[config.mk]
export PLATFORM = sky130hd
export DESIGN_NAME = descriptor_arbiter_flat
export DESIGN_NICKNAME = d
export VERILOG_FILES = /design/src/rtl/descriptor_arbiter_if.sv /design/src/rtl/descriptor_arbiter.sv /design/src/flat_wrapper.sv
export SDC_FILE = /design/constraint.sdc
export NUM_CORES = 1
export LEC_CHECK = 0
export ABC_AREA = 1
export BUFFER_PORTS_ARGS = -buffer_cell sky130_fd_sc_hd__buf_2
export CAP_MARGIN = 20
export CORE_UTILIZATION = 37
export DETAILED_ROUTE_END_ITERATION = 10
export PLACE_DENSITY = 0.67
export SYNTH_ARGS = -nofsm -noshare
export SYNTH_HDL_FRONTEND = slang
export SYNTH_SLANG_ARGS = --single-unit
[constraint.sdc]
create_clock -name clk_sys -period 3.17 [get_ports clk_sys]
set_input_delay 0.4755 -clock clk_sys [delete_from_list [all_inputs] [get_ports clk_sys]]
set_output_delay 0.4755 -clock clk_sys [all_outputs]
set_load 0.02 [all_outputs]
[src/rtl/descriptor_arbiter_if.sv]
// Descriptor arbiter bus: per-port upstream wr/ack/descriptor, shared downstream wr/ack, status.
interface descriptor_arbiter_if #(
  parameter int PORT_NUM = 4,
  parameter int PW       = 2,
  parameter int DES_W    = 46
);
  logic [PORT_NUM-1:0]       iv_descriptor_wr;
  logic [PORT_NUM*DES_W-1:0] iv_descriptor;
  logic [PORT_NUM-1:0]       ov_descriptor_ack;
  logic                      o_descriptor_wr;
  logic [DES_W-1:0]          ov_descriptor;
  logic [PW-1:0]             ov_descriptor_src;
  logic                      i_descriptor_ack;
  logic                      o_timeout_err;
  logic [15:0]               ov_drop_cnt;
  logic [1:0]                ov_arb_state;

  // master: the upstream senders plus downstream consumer; slave: the arbiter
  modport master (
    output iv_descriptor_wr, iv_descriptor, i_descriptor_ack,
    input  ov_descriptor_ack, o_descriptor_wr, ov_descriptor, ov_descriptor_src,
           o_timeout_err, ov_drop_cnt, ov_arb_state
  );
  modport slave (
    input  iv_descriptor_wr, iv_descriptor, i_descriptor_ack,
    output ov_descriptor_ack, o_descriptor_wr, ov_descriptor, ov_descriptor_src,
           o_timeout_err, ov_drop_cnt, ov_arb_state
  );
endinterface

[src/rtl/descriptor_arbiter.sv]
// Round-robin arbiter forwarding one held upstream descriptor at a time to the shared
// forwarding stage, with a watchdog that drops a descriptor the downstream never acks.
module descriptor_arbiter #(
  parameter int PORT_NUM    = 4,
  parameter int PW          = 2,
  parameter int DES_W       = 46,
  parameter int ACK_TIMEOUT = 255
) (
  input  logic clk_sys,
  input  logic reset_n,
  descriptor_arbiter_if.slave bus
);
  localparam int TW = $clog2(ACK_TIMEOUT + 1);

  typedef enum logic [1:0] {
    IDLE_S     = 2'b00,
    WAIT_ACK_S = 2'b01,
    GAP_S      = 2'b10,
    BAD_S      = 2'b11
  } state_t;

  state_t          state;
  logic [PW-1:0]   last_grant;
  logic [TW-1:0]   timer;
  logic [DES_W-1:0] desc_arr [PORT_NUM];
  logic            found;
  logic [PW-1:0]   grant;
  logic [PW:0]     sum;

  for (genvar i = 0; i < PORT_NUM; i++) begin : g_unpack
    assign desc_arr[i] = bus.iv_descriptor[DES_W*i +: DES_W];
  end

  // Walk from farthest to nearest so the nearest requester after last_grant wins.
  always_comb begin
    found = 1'b0;
    grant = '0;
    sum   = '0;
    for (int k = PORT_NUM; k >= 1; k--) begin
      sum = {1'b0, last_grant} + (PW+1)'(k);
      if (sum >= (PW+1)'(PORT_NUM)) sum = sum - (PW+1)'(PORT_NUM);
      if (bus.iv_descriptor_wr[sum[PW-1:0]]) begin
        found = 1'b1;
        grant = sum[PW-1:0];
      end
    end
  end

  assign bus.ov_arb_state = state;

  always_ff @(posedge clk_sys) begin
    if (!reset_n) begin
      state                 <= IDLE_S;
      last_grant            <= PW'(PORT_NUM - 1);
      timer                 <= '0;
      bus.ov_descriptor_ack <= '0;
      bus.o_descriptor_wr   <= 1'b0;
      bus.ov_descriptor     <= '0;
      bus.ov_descriptor_src <= '0;
      bus.o_timeout_err     <= 1'b0;
      bus.ov_drop_cnt       <= '0;
    end else begin
      bus.ov_descriptor_ack <= '0;
      bus.o_timeout_err     <= 1'b0;
      case (state)
        IDLE_S: begin
          if (found) begin
            bus.ov_descriptor     <= desc_arr[grant];
            bus.ov_descriptor_src <= grant;
            bus.o_descriptor_wr   <= 1'b1;
            bus.ov_descriptor_ack <= {{(PORT_NUM-1){1'b0}}, 1'b1} << grant;
            last_grant            <= grant;
            timer                 <= '0;
            state                 <= WAIT_ACK_S;
          end
        end
        WAIT_ACK_S: begin
          if (bus.i_descriptor_ack) begin
            bus.o_descriptor_wr   <= 1'b0;
            bus.ov_descriptor     <= '0;
            bus.ov_descriptor_src <= '0;
            state                 <= GAP_S;
          end else if (timer == TW'(ACK_TIMEOUT - 1)) begin
            bus.o_descriptor_wr   <= 1'b0;
            bus.ov_descriptor     <= '0;
            bus.ov_descriptor_src <= '0;
            bus.o_timeout_err     <= 1'b1;
            if (bus.ov_drop_cnt != 16'hFFFF) bus.ov_drop_cnt <= bus.ov_drop_cnt + 16'd1;
            state                 <= GAP_S;
          end else begin
            timer <= timer + 1'b1;
          end
        end
        // One dead cycle lets the acked sender drop wr before the next sample.
        GAP_S: state <= IDLE_S;
        default: begin
          bus.o_descriptor_wr   <= 1'b0;
          bus.ov_descriptor     <= '0;
          bus.ov_descriptor_src <= '0;
          state                 <= IDLE_S;
        end
      endcase
    end
  end
endmodule

[src/flat_wrapper.sv]
// flat-port wrapper written by rule: the top's interface ports become plain ports
module descriptor_arbiter_flat 
#(
  parameter int PORT_NUM    = 4,
  parameter int PW          = 2,
  parameter int DES_W       = 46,
  parameter int ACK_TIMEOUT = 255
)
  (clk_sys, reset_n, bus_iv_descriptor_wr, bus_iv_descriptor, bus_i_descriptor_ack, bus_ov_descriptor_ack, bus_o_descriptor_wr, bus_ov_descriptor, bus_ov_descriptor_src, bus_o_timeout_err, bus_ov_drop_cnt, bus_ov_arb_state);
  descriptor_arbiter_if #(.PORT_NUM(PORT_NUM), .PW(PW), .DES_W(DES_W)) bus_i ();
  input  logic clk_sys;
  input  logic reset_n;
  input wire logic [$bits(bus_i.iv_descriptor_wr)-1:0] bus_iv_descriptor_wr;
  input wire logic [$bits(bus_i.iv_descriptor)-1:0] bus_iv_descriptor;
  input wire logic [$bits(bus_i.i_descriptor_ack)-1:0] bus_i_descriptor_ack;
  output wire logic [$bits(bus_i.ov_descriptor_ack)-1:0] bus_ov_descriptor_ack;
  output wire logic [$bits(bus_i.o_descriptor_wr)-1:0] bus_o_descriptor_wr;
  output wire logic [$bits(bus_i.ov_descriptor)-1:0] bus_ov_descriptor;
  output wire logic [$bits(bus_i.ov_descriptor_src)-1:0] bus_ov_descriptor_src;
  output wire logic [$bits(bus_i.o_timeout_err)-1:0] bus_o_timeout_err;
  output wire logic [$bits(bus_i.ov_drop_cnt)-1:0] bus_ov_drop_cnt;
  output wire logic [$bits(bus_i.ov_arb_state)-1:0] bus_ov_arb_state;
  assign bus_i.iv_descriptor_wr = bus_iv_descriptor_wr;
  assign bus_i.iv_descriptor = bus_iv_descriptor;
  assign bus_i.i_descriptor_ack = bus_i_descriptor_ack;
  assign bus_ov_descriptor_ack = bus_i.ov_descriptor_ack;
  assign bus_o_descriptor_wr = bus_i.o_descriptor_wr;
  assign bus_ov_descriptor = bus_i.ov_descriptor;
  assign bus_ov_descriptor_src = bus_i.ov_descriptor_src;
  assign bus_o_timeout_err = bus_i.o_timeout_err;
  assign bus_ov_drop_cnt = bus_i.ov_drop_cnt;
  assign bus_ov_arb_state = bus_i.ov_arb_state;
  descriptor_arbiter #(.PORT_NUM(PORT_NUM), .PW(PW), .DES_W(DES_W), .ACK_TIMEOUT(ACK_TIMEOUT)) u_core (.clk_sys(clk_sys), .reset_n(reset_n), .bus(bus_i));
endmodule
==> qor.csv, run 1 <==
stage,metric,value,unit
outcome,status,completed,
yosys,ys_types,30,
critical_path,worstPathRequired,3.43,ns
critical_path,cp_max_fo,47,
cells_and_area,fin_util,50.1,%
yosys,synthTopCellsByCount,"244 x nand3_1, 213 x nand2_1, 82 x dfxtp_1",
critical_path,path_class,flip-flop to flip-flop,
clock_tree,clock_sinks,82,
clock_tree,cts_root_buffer,clkbuf_16,
detailed_routing,drt-initial-drc-count,569,
timing,slew-limit-headroom,45.8,%
yosys,synth_largest_area_cell,dfxtp_1,
detailed_routing,post_drt_wl_per_cell,15.3,um
yosys,postSynthCellCount,785,
yosys,ys_warn_count,0,
clock_tree,ctsResizeCount,0,
power,internal-power,3.57,mW
floorplan,rows,42,
yosys,synth-seq-cells,82,
timing,finalHoldViolCount,0,
cells_and_area,nNetsFinal,1205,
critical_path,critical_path_arrival,2.63,ns
timing,post-route-period-util,75.0,%
power,max-vdd-ir-drop,1.17,mV
detailed_routing,viasPerCell,5.15,
clock_tree,numCtsBuffers,9,
timing,slew_viol_final,0,
floorplan,die_w,118,um
global_route,grt_start_max_net_pins,93,
flow_run,max_cap_viol_count,0,
detailed_routing,drt-pass1-iter-count,7,
power,swShare,52.1,%
critical_path,r2r_slack,0.79,ns
floorplan,core_region_area,0.0132,mm2
detailed_routing,wl,18200,um
floorplan,pin_count,263,
timing,skew,0.00499,ns
timing,rsz0062_at_grt,no,
yosys,ys_top_cells_by_area,"dfxtp_1 33%, nand3_1 24%, nand2_1 16%, a21oi_1 6.6%, buf_6 3.6%",
critical_path,crit_path_end_kind,flip-flop,
yosys,ys_seq_area_share,32.8,%
power,p_switching,3.89,mW
power,p_total,7.45,mW
yosys,syn_avg_cell_area,6.37,um2
critical_path,start_kind,flip-flop,
global_route,antenna_found_initial,4,
cells_and_area,syn2layout_area_growth,32.1,%
global_route,grt_pass1_vias,5767,
power,powerDensity,1130,mW/mm2
global_route,grt_pass1_wl,29000,um
yosys,synthesis.nets,979,
clock_tree,post-cts-setup-buffers,0,
floorplan,die_y,118,um
placement,place_hpwl,13000,um
timing,setup_viol,0,
placement,port_buffers,262,
cells_and_area,drive_above_1_share,29.8,%
yosys,synth_area,0.00500,mm2
clock_tree,worstSkewPairLatency,0.34,ns
detailed_routing,vias,6160,
floorplan,start_util,37.9,%
timing,final.min_clock_period,2.38,ns
placement,dp_slack,0.739,ns
timing,max_freq,421,MHz
power,leakage,3.24,nW
yosys,synth_top_area_share,32.8,%
clock_tree,htree_levels,3,
clock_tree,cts_tree,done,
global_route,grt_usage,26.1,%
power,pwr-share-clk,13.7,%
timing,fin_ws,0.794,ns
clock_tree,cts_hold_buf,0,
worst_hold_path,hold_class,input pin to flip-flop,
yosys,ys.flop_type,dfxtp_1,
detailed_routing,ant_nets,0,
yosys,synth_edf_count,0,
power,p_comb_share,67.2,%
global_route,overflow,0,
timing,worst_pin_slew,0.812,ns
floorplan,die_area,0.0140,mm2
power,seq_power_share,19.1,%
clock_tree,clockBufferDepth,2,
yosys,synthArstFlopShare,0,%
placement,gp_congestion,0.964,
timing,setup-tns-final,0,ns
yosys,synth.most_common_cell,nand3_1,
clock_tree,clk_pin_slew,0.06,ns
detailed_routing,drc,0,
## layer usage
| metal | wire [um] | GRT usage (%) | vias to the layer above |
|---|---|---|---|
| li1 | - | - | 3088 |
| met1 | 7800 | 31.4 | 2759 |
| met2 | 8510 | 43.2 | 270 |
| met3 | 1300 | 6.03 | 43 |
| met4 | 625 | 13.5 | 0 |
| met5 | 0 | 0 | - |
## logic make-up (layout without fill, tap and decap cells)
family | Yosys count | count (layout) | share of synthesized area, %
AND/OR/NAND/NOR | 510 | 510 | 45.6
AO/OA/AOI/OAI | 81 | 81 | 8.26
other | 0 | 4 | 0
flip-flops | 82 | 82 | 32.8
adder cells (fa/ha/maj) | 3 | 3 | 0.751
buffers and inverters | 99 | 329 | 10.8
XOR/XNOR | 10 | 10 | 1.75
## state kept, by name, summed over array words and instances (netlist names)
signal and cells:
u_core.bus.o_descriptor_wr 1, u_core.bus.o_timeout_err 1, u_core.bus.ov_arb_state 2, u_core.bus.ov_descriptor 46, u_core.bus.ov_descriptor_ack 4, u_core.bus.ov_descriptor_src 2
u_core.bus.ov_drop_cnt 16, u_core.last_grant 2, u_core.timer 8
## path summary, 6_finish.rpt
path | to | startpoint | cells after the start
setup reg to reg | u_core.bus.ov_descriptor[40] | u_core.last_grant[0] | 13
setup / recovery | u_core.bus.ov_descriptor[40] | u_core.last_grant[0] | 13
hold reg to reg | u_core.bus.o_descriptor_wr | u_core.bus.o_descriptor_wr | 2
hold / removal | u_core.bus.o_timeout_err | bus_i_descriptor_ack | 4
## cells in the final DEF (no fill, tap or decap), types with 7 or more instances in the layout
cell type  instances
inv_1             31
nand2_1          212
inv_2              7
xor2_1             7
a21oi_1           66
nand3_1          244
buf_2            262
dfxtp_1           82
nor2_1            27
nor3_1            13
clkbuf_16          9
buf_4              9
o21ai_0           11
## area by class of cell
cell class	count	area, um2
Antenna cell	4	10.0
Clock buffer	12	246
Clock inverter	3	40.0
Fill cell	1378	6580
Inverter	39	149
Multi-Input combinational cell	604	2840
Sequential cell	82	1640
Tap cell	176	220
Timing Repair Buffer	275	1460
## critical path: stages (launching register included)
cell and delay, ns:
dfxtp_1 0.51, inv_4 0.11, nand2_1 0.07, nand2_1 0.07, nand2_1 0.12, nand2_1 0.12
inv_2 0.09, nand3_4 0.10, nand2_4 0.40, buf_4 0.32, nand2_1 0.08, nand3_1 0.07
nand3_1 0.08, a21oi_1 0.14
## power by group through the flow
| stage | logic [mW] | registers [mW] | clock network, mW |
|---|---|---|---|
| floorplan | 3.69 | 1.68 | 0 |
| global placement | 4.99 | 1.44 | 0 |
| detailed placement | 5.01 | 1.44 | 0 |
| CTS | 5.03 | 1.42 | 1.06 |
| global route | 5.57 | 1.45 | 1.11 |
| finish | 5.01 | 1.42 | 1.02 |
## stage by stage
stage	hold slack [ns]	instances	cell area [um2]
after floorplan	0.452	785	5000
after global placement	0.447	1176	6310
after detailed placement	0.450	1176	6310
after CTS	0.426	1191	6600
after global routing	0.461	1195	6610
final	0.446	1195	6610
(Power assumes the default switching activity.)
==> inputs of run 2 (changes only) <==
Settings changed: PLACE_DENSITY 0.67 to 0.69.
Clock period 3.17 ns to 2.1 ns, I/O delays scaled along.
==> run 2 against run 1 <==
Power is 62% higher. Clock skew about the same. Cell count up 1.2%. Combinational power increased by 67%. Largest cell class unchanged.
==> qor.csv, run 2 (synthesis results as in run 1) <==
stage,metric,value,unit
outcome,status,completed,
clock_tree,clockBufferDepth,2,
critical_path,r2r_slack,0.18,ns
placement,dpl.cell_count,1190,
floorplan,die_area,0.0140,mm2
cells_and_area,drive_above_1_share,31.5,%
global_route,grt_pass1_vias,5694,
clock_tree,cts_root_buffer,clkbuf_16,
worst_hold_path,whs_path_depth,4,
cells_and_area,nNetsFinal,1222,
timing,finalHoldViolCount,0,
placement,gp_congestion,0.934,
power,leakage,3.37,nW
worst_hold_path,hold_class,input pin to flip-flop,
critical_path,critical_path_arrival,2.20,ns
timing,skew,0.00449,ns
critical_path,cp_max_fo,76,
worst_hold_path,hold_end,u_core.bus.o_timeout_err,
power,swShare,50.5,%
cells_and_area,regMostFlops,u_core.bus.ov_descriptor,
placement,port_buffers,262,
power,seq_power_share,17.9,%
power,internal-power,5.96,mW
clock_tree,clock_sinks,82,
floorplan,rows,42,
clock_tree,worstSkewPairLatency,0.34,ns
detailed_routing,viasPerCell,5.22,
detailed_routing,post_drt_wl_per_cell,15.4,um
timing,setup_viol,0,
timing,setup-tns-final,0,ns
cells_and_area,layout_common_cells,"262 x buf_2, 244 x nand3_1, 211 x nand2_1",
critical_path,worstPathRequired,2.38,ns
detailed_routing,drc,0,
clock_tree,cts_tree,done,
detailed_routing,drt-pass1-iter-count,5,
timing,final.min_clock_period,1.92,ns
global_route,overflow,0,
cells_and_area,fin_cells,1209,
timing,slew_viol_final,0,
detailed_routing,ant_nets,0,
critical_path,rr_endpoint,u_core.bus.ov_descriptor[40],
cells_and_area,syn2layout_area_growth,37.3,%
clock_tree,numCtsBuffers,9,
timing,worst_pin_slew,0.373,ns
critical_path,r2r-start,u_core.last_grant[0],
global_route,grt_usage,26.1,%
placement,place_hpwl,13200,um
clock_tree,clk_pin_slew,0.06,ns
power,max-vdd-ir-drop,1.15,mV
detailed_routing,vias,6312,
cells_and_area,layout_commonest_cell,buf_2,
timing,slew-limit-headroom,74.9,%
timing,rsz0062_at_grt,no,
critical_path,start_kind,flip-flop,
power,p_switching,6.08,mW
cells_and_area,largest_reg_flops,46,
clock_tree,htree_levels,3,
timing,max_freq,520,MHz
power,powerDensity,1750,mW/mm2
power,p_comb_share,69.4,%
worst_hold_path,worstHoldStart,bus_i_descriptor_ack,
detailed_routing,wl,18600,um
cells_and_area,fillCellCount,1374,
detailed_routing,drt-initial-drc-count,546,
cells_and_area,num_antenna_cells,0,
timing,post-route-period-util,91.5,%
critical_path,worst_r2r_path_depth,12,
timing,timing.hold.ws,0.271,ns
critical_path,path_class,flip-flop to flip-flop,
floorplan,die_y,118,um
global_route,grt_start_max_net_pins,77,
global_route,grt_pass1_wl,29000,um
floorplan,core_region_area,0.0132,mm2
power,pwr-share-clk,12.7,%
cells_and_area,reg_top3,"u_core.bus.ov_descriptor: 46 flops, u_core.bus.ov_drop_cnt: 16 flops, u_core.timer: 8 flops",
floorplan,die_w,118,um
floorplan,pin_count,263,
floorplan,start_util,37.9,%
flow_run,max_cap_viol_count,0,
global_route,antenna_found_initial,1,
critical_path,crit_path_end_kind,flip-flop,
==> run 2: repair_timing <==
action / 4_1_cts / 5_1_grt
setup endpoints to repair: 0 / 62
hold buffers: 0 / 0
setup buffers: 0 / 1
gates resized for setup: 0 / 8
==> run 2: routing by layer <==
layer | global-route usage (%) | routed length, um | up-vias
li1 | - | - | 3118
met1 | 33.8 | 8080 | 2830
met2 | 42.1 | 8530 | 321
met3 | 5.07 | 1480 | 41
met4 | 11.4 | 500 | 2
met5 | 0 | 13 | -
==> run 2: layout make-up <==
cell class / instances / area [um2] / area share, %
clock inverters: 4 / 26.3 / 0.383
flip-flops and latches: 82 / 1650 / 24.0
inverters: 39 / 149 / 2.17
well taps: 176 / 220 / 3.21
clock buffers: 12 / 256 / 3.74
multi-input cells: 604 / 2860 / 41.6
repair buffers: 292 / 1710 / 24.9
==> run 2: worst max-delay path: stages, from the launching register on <==
cell and delay, ns:
dfxtp_4 0.37, inv_4 0.10, nand2_1 0.06, nand2_1 0.07, nand2_1 0.10, nand2_1 0.13, inv_2 0.06, nand3_4 0.13
buf_12 0.31, nand3_1 0.13, nand3_1 0.14, nand3_1 0.10, a21oi_1 0.13
==> run 2: through the flow <==
step	utilization [%]	area, um2	worst slack (ns)	power (mW)
final	52.0	6860	0.178	12.0
after global placement	49.2	6490	0.0941	10.1
after detailed placement	49.2	6490	0.0616	10.2
after CTS	51.3	6770	0.0490	11.7
after floorplan	-	5000	0.228	8.10
after global routing	52.0	6860	0.00494	13.1
==> run 2: how the worst max path moves through the flow <==
| stage | from | endpoint | slack, ns | cells past startpoint |
|---|---|---|---|---|
| 2_1_floorplan | u_core.bus.ov_drop_cnt[0] | u_core.bus.ov_drop_cnt[0] | 0.23 | 8 |
| 3_3_place_gp | u_core.last_grant[0] | u_core.bus.ov_descriptor[40] | 0.09 | 13 |
| 3_5_place_dp | u_core.last_grant[0] | u_core.bus.ov_descriptor[40] | 0.06 | 13 |
| 4_1_cts | u_core.last_grant[0] | u_core.bus.ov_descriptor[40] | 0.05 | 13 |
| 5_1_grt | u_core.last_grant[0] | u_core.bus.ov_descriptor[43] | 0.005 | 14 |
| 6_report | u_core.last_grant[0] | u_core.bus.ov_descriptor[40] | 0.18 | 12 |
==> run 2: power groups by stage <==
| stage | Clock, mW | Combinational [mW] | Sequential (mW) |
|---|---|---|---|
| after floorplan | 0 | 5.57 | 2.53 |
| after global placement | 0 | 7.93 | 2.17 |
| after detailed placement | 0 | 8.00 | 2.17 |
| after CTS | 1.56 | 8.03 | 2.14 |
| after global routing | 1.64 | 9.25 | 2.19 |
| final | 1.53 | 8.36 | 2.16 |
==> inputs of run 3 (changes only) <==
Settings changed: GPL_TIMING_DRIVEN set to 0, PLACE_DENSITY 0.69 to 0.67.
Clock period 2.1 ns to 2.05 ns, I/O delays scaled along.
==> run 3 against run 2 <==
Flip-flop and latch count is the same. Non-clock buffer count grew 34. Largest cell class unchanged. Count of clock-buffer cells in the layout is the same. Register-to-register slack lost 0.05 ns. Cell area grew 2.6%. Via count grew 2.0%. Critical path type unchanged. Highest routed layer is now met4. Critical endpoint is now u_core.bus.ov_descriptor[10]. Die area is the same. Clock skew grew 0.0015 ns.
==> qor.csv, run 3 (synthesis results as in run 1) <==
stage,metric,value,unit
floorplan,core_region_area,0.0132,mm2
global_route,grt_usage,28.6,%
detailed_routing,drt-pass1-iter-count,5,
critical_path,critical-path-max-stage-delay,0.33,ns
flow_run,max_cap_viol_count,0,
cells_and_area,fillCellCount,1375,
cells_and_area,syn2layout_area_growth,40.9,%
placement,port_buffers,262,
critical_path,critical_path_arrival,2.14,ns
detailed_routing,drt-initial-drc-count,584,
outcome,status,completed,
timing,finalHoldViolCount,0,
placement,place_hpwl,15600,um
detailed_routing,drc,0,
clock_tree,worstSkewPairLatency,0.34,ns
detailed_routing,ant_nets,0,
critical_path,crit_slowest_cell,dfxtp_1,
placement,gp_congestion,0.923,
timing,setup_viol,0,
floorplan,pin_count,263,
critical_path,path_class,flip-flop to flip-flop,
timing,skew,0.00599,ns
timing,slew_viol_final,0,
critical_path,cpMostUsedCell,nand2_1,
timing,slew-limit-headroom,58.8,%
cells_and_area,regMostFlops,u_core.bus.ov_descriptor,
clock_tree,cts_root_buffer,clkbuf_16,
placement,place_area,0.00653,mm2
cells_and_area,multi_input_area,0.00286,mm2
clock_tree,clock_sinks,82,
cells_and_area,reg_top3,"u_core.bus.ov_descriptor: 46 flops, u_core.bus.ov_drop_cnt: 16 flops, u_core.timer: 8 flops",
floorplan,die_area,0.0140,mm2
timing,post-route-period-util,93.8,%
clock_tree,clk_pin_slew,0.06,ns
clock_tree,numCtsBuffers,9,
cells_and_area,largest_reg_flops,46,
global_route,grt_pass1_vias,6042,
worst_hold_path,hold_class,input pin to flip-flop,
cells_and_area,stdcell_area,0.00705,mm2
cells_and_area,layout_commonest_cell,buf_2,
critical_path,crit_path_end_kind,flip-flop,
detailed_routing,wl,20300,um
floorplan,rows,42,
critical_path,path_cells,buf_6 > inv_6 > nand2_1 > nand2_1 > nand2_1 > nand2_1 > nand2_1 > nand2_1 > nand2_2 > nand2_4 > buf_12 > buf_6 > nand2_1 > nand3_1 > nand3_1 > a21oi_1,
power,leakage,3.49,nW
global_route,grt_start_max_net_pins,13,
timing,setup-tns-final,0,ns
power,max-vdd-ir-drop,1.16,mV
floorplan,die_y,118,um
cells_and_area,nNetsFinal,1256,
detailed_routing,vias,6440,
clock_tree,cts_hold_buf,0,
cells_and_area,layout_common_cells,"274 x buf_2, 242 x nand3_1, 211 x nand2_1",
cells_and_area,fin_cells,1242,
floorplan,die_w,118,um
detailed_routing,viasPerCell,5.19,
timing,rsz0062_at_grt,yes,
critical_path,worstPathRequired,2.26,ns
global_route,grt_pass1_wl,31400,um
cells_and_area,fin_util,53.4,%
placement,dpl.cell_count,1223,
power,powerDensity,1890,mW/mm2
cells_and_area,drive_above_1_share,33.2,%
clock_tree,htree_levels,3,
critical_path,start_kind,flip-flop,
global_route,antenna_found_initial,1,
clock_tree,clockBufferDepth,2,
floorplan,start_util,37.9,%
cells_and_area,seqCellArea,0.00164,mm2
placement,dp_slack,-0.0412,ns
timing,max_freq,520,MHz
critical_path,cp_num_buf_inv,4,
clock_tree,cts_tree,done,
detailed_routing,post_drt_wl_per_cell,16.3,um
timing,final.min_clock_period,1.92,ns
critical_path,crit_family,simple AND/OR/NAND/NOR gates,
global_route,overflow,0,
timing,worst_pin_slew,0.618,ns
timing,fin_ws,0.127,ns
critical_path,cp_max_fo,10,
## run 3: changes by cell type in the layout (fill, tap and decap cells not counted), sizes merged
cell	delta
clkinv	-3
diode	+1
buf	+17
clkinvlp	-1
clkbuf	+17
bufinv	+2
## run 3: what timing repair did
action                     in CTS  in global routing
buffers inserted                2                  2
setup endpoints to repair      35                 69
pin swaps                       1                  1
gates resized for setup         6                 57
## run 3: cell type report
class	count	share of cell area [%]
plain buffers	60	7.17
repair buffers	266	19.0
flip-flops and latches	82	23.3
well taps	176	3.13
diodes	1	0.0355
clock buffers	12	3.78
multi-input cells	604	40.6
clock inverters	2	0.852
inverters	39	2.15
## run 3: path summary, 6_finish.rpt
| kind | from | endpoint | slack, ns | cells after the start |
|---|---|---|---|---|
| min reg2reg | u_core.bus.ov_descriptor_src[0] | u_core.bus.ov_descriptor_src[0] | 0.46 | 2 |
| max | u_core.last_grant[0] | u_core.bus.ov_descriptor[10] | 0.13 | 16 |
| min | bus_i_descriptor_ack | u_core.bus.o_timeout_err | 0.28 | 4 |
| max reg2reg | u_core.last_grant[0] | u_core.bus.ov_descriptor[10] | 0.13 | 16 |
## run 3: worst register-to-register path: cells and delay by family, from the launching register on
| family | cells | cell delay (ns) |
|---|---|---|
| flip-flops | 1 | 0.33 |
| AND/OR/NAND/NOR | 11 | 0.91 |
| buffers and inverters | 4 | 0.49 |
| AO/OA/AOI/OAI | 1 | 0.07 |
## run 3: where the power goes
| part | internal (mW) | leakage, nW | switching (mW) |
|---|---|---|---|
| logic | 3.50 | 2.66 | 5.81 |
| clock network | 1.15 | 0.161 | 0.637 |
| registers | 1.99 | 0.672 | 0.190 |
| total | 6.64 | 3.49 | 6.64 |
## run 3: per-stage QoR
step / total power, mW / hold slack [ns]
global placement: 10.7 / 0.449
detailed placement: 10.8 / 0.452
finish: 13.3 / 0.278
CTS: 12.7 / 0.253
global route: 14.3 / 0.280
floorplan: 8.30 / 0.452
## run 3: per-layer routing
metal  GRT usage, %  up-vias  share of wire, %
li1               -     3191                 -
met5              0        -                 0
met1           35.8     2887                43
met4           10.9        0               2.7
met3           7.92       44               8.3
met2           46.3      318                46
